**src/rtl/adder_tree_feeder_pkg.sv**
```systemverilog
// Shared types and helpers for the adder-tree feeder and its pipelined tree.
// Holds the group descriptor carried alongside data through the pipeline.
package adder_tree_feeder_pkg;

  // Wide enough for any practical group size; narrowed to the real count width at the output.
  localparam int DESC_COUNT_W = 16;

  typedef struct packed {
    logic                    valid;
    logic [DESC_COUNT_W-1:0] count;
  } group_desc_t;

  function automatic int count_width(input int n);
    return $clog2(n) + 1;
  endfunction

  // Bit offset of tree level s inside a flat vector where level t has n>>t nodes of width iw+t.
  function automatic int level_offset(input int n, input int iw, input int s);
    int off;
    off = 0;
    for (int t = 0; t < s; t++) begin
      off += (n >> t) * (iw + t);
    end
    return off;
  endfunction

endpackage

```
**src/rtl/pipelined_adder_tree.sv**
```systemverilog
// Binary reduction tree with one register level per stage, all levels gated by advance.
// Each stage output is one bit wider than its inputs, so sums are exact.
module pipelined_adder_tree
  import adder_tree_feeder_pkg::*;
#(
  parameter int NUM_INPUTS  = 8,
  parameter int INPUT_SIZE  = 12,
  parameter int NUM_STAGES  = $clog2(NUM_INPUTS),
  parameter int OUTPUT_SIZE = INPUT_SIZE + NUM_STAGES
) (
  input  logic                             clk,
  input  logic                             advance,
  input  logic [NUM_INPUTS*INPUT_SIZE-1:0] in_data,
  output logic [OUTPUT_SIZE-1:0]           out_data
);

  localparam int TOTAL_BITS = level_offset(NUM_INPUTS, INPUT_SIZE, NUM_STAGES + 1);
  localparam int FINAL_W    = INPUT_SIZE + NUM_STAGES;

  // All levels packed into one vector; level 0 is the raw group.
  logic [TOTAL_BITS-1:0] lvl_bits;

  assign lvl_bits[NUM_INPUTS*INPUT_SIZE-1:0] = in_data;

  generate
    for (genvar gs = 0; gs < NUM_STAGES; gs++) begin : g_stage
      localparam int SRC_W   = INPUT_SIZE + gs;
      localparam int DST_W   = INPUT_SIZE + gs + 1;
      localparam int SRC_OFF = level_offset(NUM_INPUTS, INPUT_SIZE, gs);
      localparam int DST_OFF = level_offset(NUM_INPUTS, INPUT_SIZE, gs + 1);
      localparam int NODES   = NUM_INPUTS >> (gs + 1);

      for (genvar gi = 0; gi < NODES; gi++) begin : g_node
        logic [DST_W-1:0] sum_reg;

        always_ff @(posedge clk) begin
          if (advance) begin
            sum_reg <= {1'b0, lvl_bits[SRC_OFF + (2*gi)*SRC_W +: SRC_W]}
                     + {1'b0, lvl_bits[SRC_OFF + (2*gi+1)*SRC_W +: SRC_W]};
          end
        end

        assign lvl_bits[DST_OFF + gi*DST_W +: DST_W] = sum_reg;
      end
    end
  endgenerate

  assign out_data = OUTPUT_SIZE'(lvl_bits[TOTAL_BITS-1 -: FINAL_W]);

endmodule

```
**src/rtl/adder_tree_feeder.sv**
```systemverilog
// Packs a stream of elements into fixed-size groups (closed early by in_last)
// and feeds them into a pipelined adder tree with valid/ready on both sides.
module adder_tree_feeder
  import adder_tree_feeder_pkg::*;
#(
  parameter int NUM_INPUTS  = 8,
  parameter int INPUT_SIZE  = 12,
  parameter int NUM_STAGES  = $clog2(NUM_INPUTS),
  parameter int OUTPUT_SIZE = INPUT_SIZE + NUM_STAGES
) (
  input  logic                             clk,
  input  logic                             rst,
  input  logic                             in_valid,
  output logic                             in_ready,
  input  logic [INPUT_SIZE-1:0]            in_data,
  input  logic                             in_last,
  output logic                             out_valid,
  input  logic                             out_ready,
  output logic [OUTPUT_SIZE-1:0]           out_data,
  output logic [count_width(NUM_INPUTS)-1:0] out_count
);

  localparam int CW = count_width(NUM_INPUTS);

  logic [INPUT_SIZE-1:0] grp_reg  [NUM_INPUTS];
  logic [INPUT_SIZE-1:0] grp_next [NUM_INPUTS];
  logic [CW-1:0]         cnt_reg, cnt_next;
  logic                  closed_reg, closed_next;
  group_desc_t           desc_reg [NUM_STAGES];
  group_desc_t           desc_in;

  logic                  stall, advance, issue, accept;
  logic [CW-1:0]         slot;
  logic [NUM_INPUTS*INPUT_SIZE-1:0] tree_in;
  logic [OUTPUT_SIZE-1:0]           tree_sum;

  assign stall    = out_valid && !out_ready;
  assign advance  = !stall;
  assign issue    = closed_reg && advance;
  // A closed group that is issuing frees the register, so the next element can land in slot 0.
  assign in_ready = !closed_reg || issue;
  assign accept   = in_valid && in_ready;

  always_comb begin
    grp_next    = grp_reg;
    cnt_next    = cnt_reg;
    closed_next = closed_reg;
    slot        = issue ? '0 : cnt_reg;

    if (issue) begin
      for (int i = 0; i < NUM_INPUTS; i++) begin
        grp_next[i] = '0;
      end
      cnt_next    = '0;
      closed_next = 1'b0;
    end

    if (accept) begin
      for (int i = 0; i < NUM_INPUTS; i++) begin
        if (CW'(i) == slot) begin
          grp_next[i] = in_data;
        end
      end
      cnt_next    = slot + 1'b1;
      closed_next = in_last || (slot == CW'(NUM_INPUTS - 1));
    end
  end

  always_ff @(posedge clk) begin
    if (rst) begin
      cnt_reg    <= '0;
      closed_reg <= 1'b0;
    end else begin
      cnt_reg    <= cnt_next;
      closed_reg <= closed_next;
    end
  end

  generate
    for (genvar gi = 0; gi < NUM_INPUTS; gi++) begin : g_slot
      always_ff @(posedge clk) begin
        if (rst) begin
          grp_reg[gi] <= '0;
        end else begin
          grp_reg[gi] <= grp_next[gi];
        end
      end
      assign tree_in[gi*INPUT_SIZE +: INPUT_SIZE] = grp_reg[gi];
    end
  endgenerate

  // Bubbles enter as an all-zero descriptor.
  always_comb begin
    desc_in = '0;
    if (issue) begin
      desc_in.valid = 1'b1;
      desc_in.count = DESC_COUNT_W'(cnt_reg);
    end
  end

  generate
    for (genvar gi = 0; gi < NUM_STAGES; gi++) begin : g_desc
      always_ff @(posedge clk) begin
        if (rst) begin
          desc_reg[gi] <= '0;
        end else if (advance) begin
          if (gi == 0) begin
            desc_reg[gi] <= desc_in;
          end else begin
            desc_reg[gi] <= desc_reg[(gi == 0) ? 0 : gi-1];
          end
        end
      end
    end
  endgenerate

  pipelined_adder_tree #(
    .NUM_INPUTS  (NUM_INPUTS),
    .INPUT_SIZE  (INPUT_SIZE),
    .NUM_STAGES  (NUM_STAGES),
    .OUTPUT_SIZE (OUTPUT_SIZE)
  ) u_tree (
    .clk      (clk),
    .advance  (advance),
    .in_data  (tree_in),
    .out_data (tree_sum)
  );

  assign out_valid = desc_reg[NUM_STAGES-1].valid;
  assign out_count = out_valid ? CW'(desc_reg[NUM_STAGES-1].count) : '0;
  assign out_data  = out_valid ? tree_sum : '0;

endmodule

```
**config.mk**
```make
export PLATFORM = sky130hd
export DESIGN_NAME = adder_tree_feeder
export DESIGN_NICKNAME = d
export VERILOG_FILES = /design/src/rtl/adder_tree_feeder_pkg.sv /design/src/rtl/pipelined_adder_tree.sv /design/src/rtl/adder_tree_feeder.sv
export SDC_FILE = /design/constraint.sdc
export NUM_CORES = 1
export LEC_CHECK = 0
export CAP_MARGIN = 20
export CORE_ASPECT_RATIO = 2
export CORE_MARGIN = 3
export CORE_UTILIZATION = 40
export CTS_CLUSTER_SIZE = 25
export DETAILED_ROUTE_END_ITERATION = 6
export GPL_TIMING_DRIVEN = 0
export PLACE_DENSITY = 0.56
export SYNTH_ARGS = -nofsm -noshare
export SYNTH_HDL_FRONTEND = slang
export SYNTH_SLANG_ARGS = --single-unit
```
**constraint.sdc**
```tcl
create_clock -name clk -period 3.8 [get_ports clk]
set_input_delay 0.57 -clock clk [delete_from_list [all_inputs] [get_ports clk]]
set_output_delay 0.57 -clock clk [all_outputs]
set_load 0.02 [all_outputs]
```
Yosys cells after proc, flatten, opt, wreduce, memory -nomap -nowiden --
Memory sizes are Yosys's and may differ from the RTL's. Cells that the tools add are included.
Cells by class: $add $sub $neg 8, equality and inequality tests 8, mux-type cells 25, bitwise logic cells 3, reduce and logical (&&, ||, !) cells 10
Operators by type and width (count):
- $mux W96 | 2
- $mux W12 | 8
- $mux W17 | 4
- $add A12 B12 Y13 | 4
- $add A13 B13 Y14 | 2
- $eq A3 B4 Y1 const A | 4
- $add A14 B14 Y15 | 1
- $mux W15 | 1
- $mux W4 | 3
- $eq A2 B4 Y1 const A | 2
- $mux W1 | 7
- $add A4 B1 Y4 const B | 1
- $eq A1 B4 Y1 const A | 1
- $eq A4 B3 Y1 const B | 1
- $logic_not A4 Y1 | 1
- $logic_and A1 B1 Y1 | 3
- $logic_not A1 Y1 | 3
- $or A1 B1 Y1 | 3
- $logic_or A1 B1 Y1 | 2
- $reduce_bool A2 Y1 | 1
Storage, ports and cells: register bits 196, RAM bits 51, input bits 17, output and inout bits 21, word-level logic and storage cells 72, memories 1
Memory list:
- desc_reg | depth 3, width 17, read ports 3, clocked after memory_dff 0, write ports 3, line adder_tree_feeder.sv:29 | group_desc_t desc_reg [NUM_STAGES];

Depth between registers and ports, before layout --
Gate-level depths: netlist of the first run.
word-level depth 8, mapped depth 13, gate-level depth less buffers 9

Cells and area by module --
Synthesis of the first run repeated with hierarchy kept, for this count alone.
Unflattened totals: cells, all modules 1012, area, all modules 11154.4 µm²
Modules (own cells, without submodules):
- pipelined_adder_tree | times used 1, cells an instance 574, area each 6553.8 µm², sequential area each 2852.7 µm²
- adder_tree_feeder | times used 1, cells an instance 438, area each 4600.7 µm², sequential area each 2472.4 µm²

Worst setup path after synthesis of the first run --
No wires, ideal clock.
path type register -> register, from memory desc_reg[2][16] in the netlist's numbering, to register grp_reg[10] in the netlist's numbering, library setup time 70 ps, arrival time 3715 ps, data required time 3730 ps, slack 15 ps, cell stages (with the launch flop) 14, path buffers 4, clock period less this slack 3785 ps, cells stage by stage edfxtp_1 > nor2b_1 > clkbuf_2 > inv_2 > nand2_1 > clkbuf_1 > buf_4 > nand2_1 > inv_1 > ha_1 > nand2_1 > clkbuf_1 > nand3_1 > a21oi_1
RTL lines:
- from (decl) | line adder_tree_feeder.sv:29
- to (signal, indexed assignment) | line adder_tree_feeder.sv:85 | grp_reg[gi] <= grp_next[gi];
- to (decl) | line adder_tree_feeder.sv:25 | logic [INPUT_SIZE-1:0] grp_reg [NUM_INPUTS];

Final worst setup path of the first run --
from input out_ready, to register closed_reg
Between the ends: word-level cells in the longest chain between the ends 8, elaborated cells between the ends (all ways) 11, classes of those cells eq/ne (1); mux (2); reduce/logical (8)
Ends and longest elaborated chain:
- from (decl) | line adder_tree_feeder.sv:18 | input logic out_ready,
- $logic_not A1 Y1 * | line adder_tree_feeder.sv:37 | assign stall = out_valid && !out_ready;
- $logic_and A1 B1 Y1 * | line adder_tree_feeder.sv:37
- $logic_not A1 Y1 * | line adder_tree_feeder.sv:38 | assign advance = !stall;
- $logic_and A1 B1 Y1 * | line adder_tree_feeder.sv:39 | assign issue = closed_reg && advance;
- $mux W4
- $eq A4 B3 Y1 | line adder_tree_feeder.sv:65 | closed_next = in_last || (slot == CW'(NUM_INPUTS - 1));
- $logic_or A1 B1 Y1 | line adder_tree_feeder.sv:65
- $mux W1 | line adder_tree_feeder.sv:58 | if (accept) begin
- to (signal assigned) | line adder_tree_feeder.sv:75 | closed_reg <= closed_next;
- to (decl) | line adder_tree_feeder.sv:28 | logic closed_reg, closed_next;
Every way passes the cells marked *; elsewhere a longest branch is shown, timed or not. A chain may end at the register's enable or synchronous reset.

==> impl_metrics.csv, run 1 <==
group,metric,value,unit
die,start_util,0.410,
worst_setup_path,worst-setup-path-type,"in2reg",
pwr,switching_share,0.243,
timing,period_needed,3.48,ns
worst_setup_path,required,4.21,ns
worst_setup_path,cpLargestDelayFamily,"buffers and inverters",
global_route,grt_pass1_vias,8219,
placed_design,finalWeightedCongestion,0.883,
clock_tree,cts_tree,"done",
logic_synthesis,synth_nets,1273,
min_path,hold_class,"reg2reg",
pwr,p_comb_frac,0.103,
drt,drc,0,
global_route,grt_usage,0.170,
timing,slew_viol_final,0,
clock_tree,cts_hold_buffers,0,
worst_setup_path,cp-end-kind,"register",
logic_synthesis,synth_cells,1157,
job,maxCapViolCount,0,
die,top_level_ports,38,
timing,finalCritPeriodShare,0.915,
pwr,ir_drop,386,µV
layout,largest_register_ffs,96,
global_route,grt_start_max_net_pins,63,
layout,utilization,0.457,
drt,vias_per_cell,5.31,
drt,routed_wl,26400,µm
pwr,power.internal,3850,µW
pwr,seqPwrFrac,0.512,
worst_setup_path,cp_num_buf_inv,7,
die,core_area,0.0285,mm²
logic_synthesis,yosys_warnings,0,
drt,post_drt_wl_per_cell,16.8,µm
pwr,switching_power,1240,µW
worst_setup_path,cpMostUsedCell,"nand2_1",
die,die_x,127,µm
layout,fin_area,0.0130,mm²
worst_setup_path,regToRegSetupSlack,0.36,ns
clock_tree,cts_buffers,21,
pwr,p_per_area,390,mW/mm²
pwr,leakagePower,0.00569,µW
timing,rsz0062_at_grt,"no",
worst_setup_path,cp_cell_sequence,"clkdlybuf4s50_1 > nor2b_1 > clkbuf_2 > inv_6 > nand2_1 > clkbuf_1 > buf_4 > nand2_1 > inv_1 > ha_1 > nand2_1 > clkbuf_1 > a31oi_1",
status,status,"finished clean",
timing,fmax,288,MHz
timing,final.setup.tns,0,ns
logic_synthesis,ys.flop_type,"edfxtp_1",
placed_design,placed_cell_area,0.0124,mm²
clock_tree,clock_sinks,211,
drt,dr.pass1.iters,7,
logic_synthesis,syn_area,0.0117,mm²
global_route,antenna_found_initial,0,
layout,area_delta_synth_final,11.7,%
placed_design,portBuffers,25,
placed_design,dpl.hpwl,20600,µm
clock_tree,post_cts_buffers,0,
logic_synthesis,async_reset_ff_frac,0,
timing,finClkSkew,0.0116,ns
logic_synthesis,yosysSeqAreaShare,0.456,
layout,drive_gt1_frac,0.0516,
timing,finalHoldViolCount,0,
layout,fillers,2782,
pwr,pwr-share-clk,0.385,
timing,hold_slack,0.472,ns
clock_tree,clockBufferDepth,3,
layout,diodes,0,
die,row_count,87,
layout,nets,1322,
timing,setup_viol,0,
logic_synthesis,synth_edf_count,110,
worst_setup_path,worst_ep_arrival_time,3.88,ns
clock_tree,cts_repair_resize_count,0,
logic_synthesis,ys_ff_latch,211,
clock_tree,insertion_delay,0.51,ns
worst_setup_path,slowest_delay,0.40,ns
die,fp.dieH,248,µm
drt,via_count,8367,
clock_tree,path_clk_slew,0.06,ns
worst_setup_path,critPathMaxFanout,39,
logic_synthesis,yosysUniqueCellTypes,72,
logic_synthesis,syn_area_per_cell,10.1,µm²
timing,tightest_slew,0.763,ns
layout,final_common_cell,"a21oi_1",
timing,slew_headroom,0.492,
drt,postRouteAntennaNets,0,
drt,drt_iter0_markers,357,
worst_setup_path,cp_slowest_cell,"clkdlybuf4s50_1",
layout,mostFrequentLayoutCells,"a21oi_1, edfxtp_1, dfxtp_1",
clock_tree,htreeDepth,1,
worst_setup_path,cp-start-kind,"input port",
global_route,overflow,0,
die,dieArea,0.0314,mm²
clock_tree,root_buffer,"clkbuf_16",
global_route,grt_pass1_wl,42600,µm
==> cell type report <==
| class | count | area (µm²) | area share |
|---|---|---|---|
| sequential | 211 | 5330 | 0.408 |
| clock inverter | 13 | 87.6 | 0.00671 |
| tap | 356 | 445 | 0.0341 |
| timing repair buffer | 26 | 278 | 0.0213 |
| buffer | 58 | 262 | 0.0200 |
| clock buffer | 24 | 547 | 0.0419 |
| multi-input combinational | 857 | 5980 | 0.458 |
| inverter | 31 | 121 | 0.00930 |
==> through the flow <==
| stage | std cells | worst slack [ns] | power [µW] |
|---|---|---|---|
| after CTS | 1576 | 0.152 | 5160 |
| after detailed placement | 1539 | -0.370 | 3190 |
| after global placement | 1538 | -1.73 | 3170 |
| after floorplan | 1157 | 0.0147 | 3020 |
| final | 1576 | 0.324 | 5090 |
| after global routing | 1576 | 0.0182 | 5310 |
==> final timing paths <==
check | start | to | cells past startpoint
hold reg to reg | grp_reg[23] | grp_reg[23] | 2
hold / removal | grp_reg[23] | grp_reg[23] | 2
setup / recovery | out_ready | closed_reg | 13
setup reg to reg | desc_reg[2][16] | grp_reg[11] | 13
==> per-layer routing <==
metal  vias up  wire length [µm]  global-route usage
met5         -                 0                   0
met4         0               810              0.0587
met3        44               678              0.0162
met2       127             15100               0.349
met1      3916              9840               0.173
li1       4280                 -                   -
==> cell usage after synthesis (30+ instances only) <==
cell	n	share of area
a21oi_1	114	0.049
and2_1	87	0.047
clkbuf_1	46	0.015
dfxtp_1	101	0.17
edfxtp_1	110	0.28
ha_1	92	0.099
inv_1	30	0.0096
mux2i_1	50	0.043
nand2_1	79	0.025
nand3_1	65	0.028
nor2_1	95	0.031
o21ai_0	31	0.013
xnor2_1	43	0.032
==> cell families (layout without fill, tap and decap cells) <==
family                     after synthesis  after routing  share of synthesized area
buffers and inverters                   89            152                     0.0323
and+or+nand+nor                        393            393                      0.168
adders and majority gates               99             99                      0.111
AOI/OAI and AO/OA                      254            254                      0.145
xor gates and xnor gates                61             61                     0.0457
DFF                                    211            211                      0.456
muxes                                   50             50                     0.0428
==> power groups by stage <==
| stage | sequential [µW] | clock, µW | combinational (µW) |
|---|---|---|---|
| final | 2600 | 1960 | 526 |
| after global routing | 2620 | 2100 | 594 |
| after CTS | 2610 | 2020 | 532 |
| after global placement | 2650 | 0 | 519 |
| after detailed placement | 2660 | 0 | 530 |
| after floorplan | 2620 | 0 | 400 |
==> worst register-to-register path: stages, from the launching register on <==
cell and delay, ns:
edfxtp_1 0.39, nor2b_1 0.16, clkbuf_2 0.20, inv_6 0.33, nand2_1 0.35, clkbuf_1 0.30
buf_4 0.23, nand2_1 0.12, inv_1 0.07, ha_1 0.30, nand2_1 0.17, clkbuf_1 0.44
nand3_1 0.13, a21oi_1 0.16
No activity file was read; power rests on OpenSTA's default activity.
==> inputs of run 2 (changes only) <==
Settings changed: SETUP_SLACK_MARGIN from default to 0.02.
==> run 2 against run 1 <==
  * First-iteration DRC count is 7.6% higher
  * Highest routed layer unchanged
  * Setup slack better by 0.12 ns
  * Register-to-register slack improved by 0.15 ns
  * Clock skew is 0.0033 ns lower
  * Critical path type unchanged
==> impl_metrics.csv, run 2 (synthesis gave the netlist of run 1 again) <==
group,metric,value,unit
status,status,"finished clean",
clock_tree,cts_tree,"done",
layout,mostFrequentLayoutCells,"a21oi_1, edfxtp_1, dfxtp_1",
worst_setup_path,cpMostUsedCell,"nand2_1",
timing,hold_slack,0.471,ns
layout,drive_gt1_frac,0.0501,
clock_tree,path_clk_slew,0.06,ns
drt,postRouteAntennaNets,0,
timing,fmax,298,MHz
drt,via_count,8303,
pwr,p_per_area,384,mW/mm²
clock_tree,clock_sinks,211,
layout,nets,1320,
die,core_area,0.0285,mm²
worst_setup_path,slowest_delay,0.40,ns
drt,routed_wl,26400,µm
pwr,power,5000,µW
worst_setup_path,cp-end-kind,"register",
placed_design,dpl.hpwl,20600,µm
layout,largest_register_ffs,96,
global_route,grt_pass1_vias,8374,
min_path,hold_class,"reg2reg",
placed_design,finalWeightedCongestion,0.877,
job,maxCapViolCount,0,
clock_tree,htreeDepth,1,
worst_setup_path,worst_ep_arrival_time,3.73,ns
placed_design,portBuffers,25,
drt,drt_iter0_markers,384,
die,die_x,127,µm
worst_setup_path,worst-setup-path-type,"in2reg",
worst_setup_path,cp-start-kind,"input port",
placed_design,placedCellCount,1539,
timing,slew_viol_final,0,
worst_setup_path,cp_num_buf_inv,6,
layout,fin_cells,1574,
global_route,grt_usage,0.171,
drt,dr.pass1.iters,5,
global_route,grt_pass1_wl,42900,µm
worst_setup_path,cpLargestDelayFamily,"buffers and inverters",
timing,slew_headroom,0.473,
clock_tree,cts_buffers,20,
worst_setup_path,critPathMaxFanout,37,
global_route,antenna_found_initial,1,
timing,setup_viol,0,
clock_tree,insertion_delay,0.51,ns
pwr,leakagePower,0.00568,µW
layout,utilization,0.456,
drt,vias_per_cell,5.28,
die,dieArea,0.0314,mm²
layout,final_common_cell,"a21oi_1",
die,row_count,87,
worst_setup_path,cp_cell_sequence,"clkdlybuf4s50_1 > nor2b_1 > clkbuf_2 > inv_6 > nand2_1 > clkbuf_1 > buf_4 > nand2_1 > inv_1 > ha_1 > and3_1 > a21oi_1 > a2111oi_0",
global_route,overflow,0,
layout,area_delta_synth_final,11.3,%
drt,drc,0,
global_route,grt_start_max_net_pins,65,
pwr,ir_drop,347,µV
worst_setup_path,cp_slowest_cell,"clkdlybuf4s50_1",
timing,period_needed,3.35,ns
layout,diodes,0,
die,top_level_ports,38,
timing,finalCritPeriodShare,0.883,
clock_tree,post_cts_buffers,0,
die,fp.dieH,248,µm
timing,rsz0062_at_grt,"no",
timing,tightest_slew,0.790,ns
die,start_util,0.410,
worst_setup_path,required,4.18,ns
clock_tree,clockBufferDepth,3,
clock_tree,root_buffer,"clkbuf_16",
timing,finClkSkew,0.00836,ns
drt,post_drt_wl_per_cell,16.8,µm
timing,finalHoldViolCount,0,
[run 2: changes by cell type in the layout (fill, tap and decap cells not counted)]
cell | previous run | this run
clkinv_1 | 6 | 3
clkinvlp_4 | 2 | 1
clkinv_4 | 0 | 1
clkbuf_1 | 48 | 51
clkinvlp_2 | 2 | 0
clkinv_2 | 2 | 4
clkbuf_8 | 1 | 0
bufinv_16 | 1 | 0
[run 2: routing by layer]
layer | vias up | track usage | wire length (µm)
li1 | 4260 | - | -
met1 | 3881 | 0.173 | 9740
met2 | 124 | 0.353 | 15100
met3 | 38 | 0.0177 | 775
met4 | 0 | 0.0581 | 801
met5 | - | 0 | 0
[run 2: worst reg2reg max path: cells and delay by family, from the launching register on]
family	cells	cell delay (ns)
DFF	1	0.40
adders and majority gates	1	0.26
and+or+nand+nor	5	0.88
buffers and inverters	6	1.51
AOI/OAI and AO/OA	1	0.16
[run 2: stage by stage]
step / instance area [µm²] / setup TNS, ns / setup slack (ns)
floorplan: 11700 / 0 / 0.511
global placement: 12400 / -65.98 / -0.958
detailed placement: 12400 / -10.69 / -0.336
CTS: 13000 / 0 / 0.174
global route: 13000 / 0 / 0.0923
finish: 13000 / 0 / 0.446
[run 2: power by group]
part	switching (µW)	internal, µW
clock network	852	1020
logic	314	209
registers	59.6	2540
total	1230	3770
[run 2: worst paths after layout]
kind | from | to | slack (ns) | depth (start not counted)
worst max-delay path | out_ready | cnt_reg[2] | 0.45 | 13
worst min-delay path | grp_reg[31] | grp_reg[31] | 0.47 | 2
worst max register to register | desc_reg[2][16] | grp_reg[26] | 0.51 | 13
worst min register to register | grp_reg[31] | grp_reg[31] | 0.47 | 2
[run 2: area by class of cell]
type                    instances  area [µm²]
fillers                      2785       15500
multi-input cells             857        5980
flip-flops and latches        211        5330
clock buffers                  27         548
well taps                     356         445
repair buffers                 26         278
plain buffers                  57         258
inverters                      31         121
clock inverters                 9        47.5
[run 2: timing repair]
| item | 4_1_cts | 5_1_grt |
|---|---|---|
| setup endpoints to repair | 0 | 12 |
| gates resized for setup | 0 | 1 |
| hold buffers | 0 | 0 |
